File: src/rtl/logic_unit_pkg.sv
// Shared types and widths for the pipelined bitwise logic unit.
package logic_unit_pkg;
  localparam int LU_OP_W = 3;
  localparam int STAT_W  = 16;

  typedef enum logic [LU_OP_W-1:0] {
    LU_AND  = 3'd0,
    LU_OR   = 3'd1,
    LU_XOR  = 3'd2,
    LU_NAND = 3'd3,
    LU_NOR  = 3'd4,
    LU_XNOR = 3'd5,
    LU_NOT  = 3'd6,
    LU_PASS = 3'd7
  } lu_op_e;
endpackage

File: src/rtl/lu_stage.sv
// Generic valid/ready register slice: holds one payload, refills in the same
// cycle its current content leaves.
module lu_stage #(
  parameter int W = 8
) (
  input  logic         clk,
  input  logic         rst_n,
  input  logic         in_valid,
  output logic         in_ready,
  input  logic [W-1:0] in_data,
  output logic         out_valid,
  input  logic         out_ready,
  output logic [W-1:0] out_data
);
  logic         valid_reg;
  logic [W-1:0] payload_reg;

  assign in_ready  = !valid_reg || out_ready;
  assign out_valid = valid_reg;
  assign out_data  = payload_reg;

  always_ff @(posedge clk or negedge rst_n) begin
    if (!rst_n) begin
      valid_reg   <= 1'b0;
      payload_reg <= '0;
    end else if (in_ready) begin
      valid_reg <= in_valid;
      if (in_valid) payload_reg <= in_data;
    end
  end
endmodule

File: src/rtl/logic_unit_pipe.sv
// Two-stage pipelined bitwise logic unit with zero/parity flags.
// Optional transfer counter enabled by defining LOGIC_UNIT_STATS_EN.
module logic_unit_pipe
  import logic_unit_pkg::*;
#(
  parameter int WIDTH = 8
) (
  input  logic               clk,
  input  logic               rst_n,
  input  logic               in_valid,
  output logic               in_ready,
  input  logic [WIDTH-1:0]   in_a,
  input  logic [WIDTH-1:0]   in_b,
  input  logic [LU_OP_W-1:0] in_op,
  output logic               out_valid,
  input  logic               out_ready,
  output logic [WIDTH-1:0]   out_y,
  output logic [LU_OP_W-1:0] out_op,
  output logic               out_zero,
  output logic               out_parity
`ifdef LOGIC_UNIT_STATS_EN
  ,
  input  logic               stat_clr,
  output logic [STAT_W-1:0]  stat_count
`endif
);
  localparam int S1_W = 2 * WIDTH + LU_OP_W;
  localparam int S2_W = WIDTH + LU_OP_W + 2;

  logic            s1_valid;
  logic            s2_ready;
  logic [S1_W-1:0] s1_data;
  logic [S2_W-1:0] s2_in;
  logic [S2_W-1:0] s2_data;

  logic [WIDTH-1:0]   s1_a;
  logic [WIDTH-1:0]   s1_b;
  logic [LU_OP_W-1:0] s1_op;
  logic [WIDTH-1:0]   y_calc;

  lu_stage #(.W(S1_W)) u_s1 (
    .clk       (clk),
    .rst_n     (rst_n),
    .in_valid  (in_valid),
    .in_ready  (in_ready),
    .in_data   ({in_op, in_b, in_a}),
    .out_valid (s1_valid),
    .out_ready (s2_ready),
    .out_data  (s1_data)
  );

  assign s1_a  = s1_data[WIDTH-1:0];
  assign s1_b  = s1_data[2*WIDTH-1:WIDTH];
  assign s1_op = s1_data[S1_W-1:2*WIDTH];

  always_comb begin
    y_calc = '0;
    case (lu_op_e'(s1_op))
      LU_AND:  y_calc = s1_a & s1_b;
      LU_OR:   y_calc = s1_a | s1_b;
      LU_XOR:  y_calc = s1_a ^ s1_b;
      LU_NAND: y_calc = ~(s1_a & s1_b);
      LU_NOR:  y_calc = ~(s1_a | s1_b);
      LU_XNOR: y_calc = ~(s1_a ^ s1_b);
      LU_NOT:  y_calc = ~s1_a;
      LU_PASS: y_calc = s1_a;
      default: y_calc = '0;
    endcase
  end

  // Flags travel in the same slice as the result so they never disagree with out_y.
  assign s2_in = {^y_calc, ~|y_calc, s1_op, y_calc};

  lu_stage #(.W(S2_W)) u_s2 (
    .clk       (clk),
    .rst_n     (rst_n),
    .in_valid  (s1_valid),
    .in_ready  (s2_ready),
    .in_data   (s2_in),
    .out_valid (out_valid),
    .out_ready (out_ready),
    .out_data  (s2_data)
  );

  assign out_y      = s2_data[WIDTH-1:0];
  assign out_op     = s2_data[WIDTH+LU_OP_W-1:WIDTH];
  assign out_zero   = s2_data[WIDTH+LU_OP_W];
  assign out_parity = s2_data[WIDTH+LU_OP_W+1];

`ifdef LOGIC_UNIT_STATS_EN
  always_ff @(posedge clk or negedge rst_n) begin
    if (!rst_n) begin
      stat_count <= '0;
    end else if (stat_clr) begin
      stat_count <= '0;
    end else if (out_valid && out_ready && (stat_count != {STAT_W{1'b1}})) begin
      stat_count <= stat_count + 1'b1;
    end
  end
`endif
endmodule

File: config.mk
export PLATFORM = sky130hd
export DESIGN_NAME = logic_unit_pipe
export DESIGN_NICKNAME = d
export VERILOG_FILES = /design/src/rtl/logic_unit_pkg.sv /design/src/rtl/lu_stage.sv /design/src/rtl/logic_unit_pipe.sv
export SDC_FILE = /design/constraint.sdc
export NUM_CORES = 1
export LEC_CHECK = 0
export ABC_AREA = 1
export CORE_UTILIZATION = 45
export CTS_CLUSTER_SIZE = 10
export DETAILED_ROUTE_END_ITERATION = 10
export PLACE_DENSITY_LB_ADDON = 0.1
export REMOVE_ABC_BUFFERS = 1
export SLEW_MARGIN = 40
export SYNTH_ARGS = -nofsm -noshare
export SYNTH_HDL_FRONTEND = slang
export SYNTH_SLANG_ARGS = --single-unit
File: constraint.sdc
create_clock -name clk -period 2.1 [get_ports clk]
set_clock_uncertainty 0.05 [all_clocks]
set_input_delay 0.525 -clock clk [delete_from_list [all_inputs] [get_ports clk]]
set_output_delay 0.525 -clock clk [all_outputs]
set_load 0.03 [all_outputs]
---- Yosys cells after proc, flatten, opt, wreduce, memory -nomap -nowiden ----
Cells that the tools add are included.
cells by class
  equal/unequal tests ..................... 7
  muxes and demuxes ....................... 1
  bitwise logic cells ..................... 7
  reduce and logical (&&, ||, !) cells .... 10
operators with widths
  kind                  count
  $pmux W8 S8           1
  $not A8 Y8            4
  $eq A3 B3 Y1 const B  4
  $and A8 B8 Y8         1
  $or A8 B8 Y8          1
  $reduce_or A8 Y1      1
  $reduce_xor A8 Y1     1
  $xor A8 B8 Y8         1
  $eq A3 B2 Y1 const B  2
  $reduce_and A2 Y1     2
  $eq A3 B1 Y1 const B  1
  $logic_not A1 Y1      3
  $logic_not A3 Y1      1
  $logic_or A1 B1 Y1    2
word-level totals
  register bits ........................... 34
  input bits .............................. 23
  output and inout port bits .............. 15
  word-level logic and storage cells ...... 29

---- Depth between registers and ports, before layout ----
  depth in word-level cells ............... 5
  mapped depth ............................ 12
  gate-level depth less buffers ........... 12

---- Hierarchy ----
From an unflattened synthesis, not the netlist that was laid out.
second synthesis, totals
  cell total of the unflattened synthesis .. 392
  area total of the unflattened synthesis .. 2631.3 um^2
by module, submodules not included
  module            instances  cells each  area an instance (um^2)  sequential area each (um^2)
  logic_unit_pipe   1          245         1258.7                   0.0
  lu_stage at u_s1  1          87          813.3                    500.5
  lu_stage at u_s2  1          60          559.3                    350.3

---- Least setup slack after synthesis ----
Ideal clock, no wire load.
  path kind ............................... register -> register
  from .................................... register u_s1.payload_reg[18], in the netlist u_s1.out_data[18]
  to ...................................... register u_s2.payload_reg[12], in the netlist u_s2.out_data[12]
  setup time .............................. 0.137 ns
  arrival ................................. 1.704 ns
  data required time ...................... 1.913 ns
  path slack .............................. 0.209 ns
  cell stages (with the launch flop) ...... 12
  buffers on the path ..................... 1
  period minus slack after synthesis ...... 1.891 ns
  path through ............................ dfrtp_1 > buf_2 > nor2_2 > nand3_1 > nand2_1 > nor2_1 > nand2_1 > nand2_1 > ha_1 > xnor2_1 > xnor2_1 > o21ai_0
between the ends
  cells in the longest elaborated chain, start to end .. 3
  elaborated cells between the ends (all ways) .. 10
  those cells by class .................... eq/ne: 7; mux: 1; reduce/logical: 2
RTL lines
  what                                        RTL line               text
  start, declared                             lu_stage.sv:16         logic [W-1:0] payload_reg;
  start signal, assigned                      lu_stage.sv:28         if (in_valid) payload_reg <= in_data;
  $eq A3 B3 Y1, or another cell as far along  logic_unit_pipe.sv:58  case (lu_op_e'(s1_op))
  $pmux W8 S8 (*)                             logic_unit_pipe.sv:58
  $reduce_xor A8 Y1 (*)                       logic_unit_pipe.sv:72  assign s2_in = {^y_calc, ~|y_calc, s1_op, y_calc};
  end signal, assigned                        lu_stage.sv:28
  end, declared                               lu_stage.sv:16
Mark *: on every way between the ends. The rest lies on a longest branch, timed or not.
A chain may end at the register's enable or synchronous reset.

---- Worst setup path after layout ----
Ends and elaborated chain as after synthesis.

==> flow_summary.yaml <==
critical_path:
  r2r_slack_ns: 0.07
  start_kind: "flop"
  critPathLaunch: "u_s1.out_data[18]"
  critPathMaxStageDelay_ns: 0.51
  cp_cell_sequence: "nand2_2, nor2_4, nand2_1, nand2_1, nor2_1, nand2_1, nand2_2, ha_4, xnor2_2, xnor2_1, o21ai_1"
  cp.arrival_ns: 2.16
  cpMaxStageDelayCell: "dfrtp_2"
  cp_max_fo: 8
  end_kind: "flop"
  worst_path_most_repeated_cell: "nand2_1"
  path_class: "reg2reg"
  r2r_start: "u_s1.out_data[18]"
  worstPathRequired_ns: 2.24
route:
  vias: 2316
  ant_nets: 0
  drt_iter0_markers: 153
  finalWirelength_um: 6142
  route.detailed.drc: 0
  drt-wirelength-per-cell_um: 13.18
  dr.pass1.iters: 4
  viasPerCell: 4.970
cts:
  cts_tree: "done"
  clk_pin_slew_ns: 0.08
  htreeDepth: 2
  cts-root-buf: "clkbuf_8"
  cts_sinks: 34
  cts_max_path_buffers: 2
  hold_buffers: 0
  worstSkewPairLatency_ns: 0.29
  numCtsBuffers: 5
power_and_ir_drop:
  ir_worst_vdd_mv: 0.4407
  p_per_area_nw_per_um2: 1020
  p_leak_nw: 1.700
timing:
  hold_viol: 0
  fin_ws_ns: 0.07395
  finalCritPeriodShare_pct: 96.48
  maxSlewViolCount: 0
  setup-violations-final: 0
  finalCriticalPeriod_ns: 2.026
  worst_pin_slew_ns: 0.4438
  timing.hold.ws_ns: 0.4318
  finalSetupTns_ns: 0
  clock.fmax_mhz: 493.6
  maxSlewHeadroom_pct: 70.42
yosys:
  seq_area_frac_synth_pct: 36.88
  syn_area_um2: 2307
  synth.largest_area_cell: "dfrtp_1"
  synth_cells: 330
  synth_area_leaders: "dfrtp_1, nand2_1, ha_1"
  yosys.area.top_type_share_pct: 36.88
  synth_cell_types: 18
  yosys_warnings: 0
  synth_seq_cells: 34
  synth_area_per_cell_um2: 6.992
placement:
  portBuffers: 37
  routabilityCongestion: 0.9219
  placedInstanceArea_um2: 2930
  post-dp-hpwl_um: 4337
  dp_slack_ns: -0.01146
global_routing:
  grt_max_degree: 35
  antenna_found_initial: 0
  grt_pass1_vias: 2083
  grt_util_all_layers_pct: 24.48
  grt_pass1_wl_um: 9942
  grt_overflow: 0
floorplan:
  die_area_um2: 5418
  die_y_um: 73.61
  start_util_pct: 47.90
  coreArea_um2: 4817
  die_w_um: 73.61
  rows: 25
  ios: 38
run:
  cap_viol_max_count: 0
layout:
  area_growth_pct: 38.56
  final_area_um2: 3197
  drive_gt1_share_pct: 18.55
  diodes: 0
  nets: 441
worst_hold_path:
  hp-start: "u_s2.out_data[1]"
  hp-class: "reg2reg"
outcome:
  status: "finished, final reports clean"
-- per-stage QoR --
step / utilization (%) / cells / total power [mW]
after floorplan: - / 317 / 1.830
after global placement: 60.83 / 453 / 2.388
after detailed placement: 60.83 / 453 / 2.423
after CTS: 63.14 / 461 / 3.047
after global routing: 66.36 / 466 / 3.486
final: 66.36 / 466 / 3.259
-- cell type report --
type                       instances  area (um2)
sequential                        34       853.3
inverter                          51       198.9
multi-input combinational        232        1303
tap                               67       83.83
fill                             429        1620
clock buffer                       5       68.82
timing repair buffer              74       649.4
clock inverter                     3       40.04
-- path summary, 6_finish.rpt --
path / to / cells after the start
hold / removal: u_s2.out_data[1] / 2
hold reg to reg: u_s2.out_data[1] / 2
min in group asynchronous: u_s1.out_data[12] / 2
setup reg to reg: u_s2.out_data[12] / 11
max in group asynchronous: u_s1.out_data[18] / 2
setup / recovery: u_s2.out_data[12] / 11
-- cells by family after synthesis --
kind of cell	Yosys count	share of synthesized area, %
and+or+nand+nor	179	33.35
DFF	34	36.88
buffers and inverters	64	11.28
xor gates and xnor gates	3	1.139
AOI/OAI and AO/OA	30	6.507
adders and majority gates	20	10.85
-- state kept, by name (all words and copies together), names as in the netlist --
| register | count |
|---|---|
| u_s1.out_valid | 1 |
| u_s2.out_data | 13 |
| u_s1.out_data | 19 |
| u_s2.out_valid | 1 |
-- routing by layer --
layer	routed length (um)	global-route usage [%]	up-vias
met4	108	6.410	0
met1	2834	33.33	1070
li1	-	-	1174
met5	0	0	-
met3	312	4.527	9
met2	2887	39.96	63
-- timing repair --
action | in CTS | in global routing
setup endpoints to repair | 1 | 1
buffers inserted | 0 | 5
resized for setup | 2 | 24
pin swaps | 0 | 14
-- critical path: cells and delay by family, from the launching register on --
family | cells | cell delay (ns)
xor+xnor | 2 | 0.28
flops | 1 | 0.51
compound gates | 1 | 0.07
fa+ha+maj | 1 | 0.26
simple gates | 7 | 0.76
-- power by group --
group	internal [mW]	switching [mW]	leakage (nW)
combinational	0.779	0.947	1.25
clock	0.349	0.257	0.0579
sequential	0.817	0.110	0.393
total	1.95	1.31	1.70
-- cells in the mapped netlist (all sizes together) --
| master | instances |
|---|---|
| a21oi | 19 |
| buf | 10 |
| clkbuf | 3 |
| dfrtp | 34 |
| ha | 20 |
| inv | 51 |
| nand2 | 95 |
| nand3 | 27 |
| nand4 | 16 |
| nor2 | 40 |
| nor3 | 1 |
| o21ai | 11 |
| xnor2 | 3 |
-- cells in the final DEF, fill, tap and decap left out --
cell             Yosys  layout
o21ai_0              4       3
dfrtp_1             34      32
o21ai_1              7       7
buf_6                0       1
inv_1               47      44
ha_4                 0       5
bufinv_16            0       1
nor2_1              35      35
nand2_1             95      89
nor3_1               1       1
clkdlybuf4s50_1      0      36
a21oi_1             19      19
inv_4                0       3
inv_2                4       4
dfrtp_2              0       2
nor2_2               3       1
nor2_4               2       4
ha_1                20      15
nand3_1             27      27
clkinv_2             0       2
buf_4                3      37
nand4_1             16      16
xnor2_2              0       2
clkbuf_8             0       5
nand2_2              0       6
o21ai_2              0       1
xnor2_1              3       1
(Power assumes the default switching activity.)
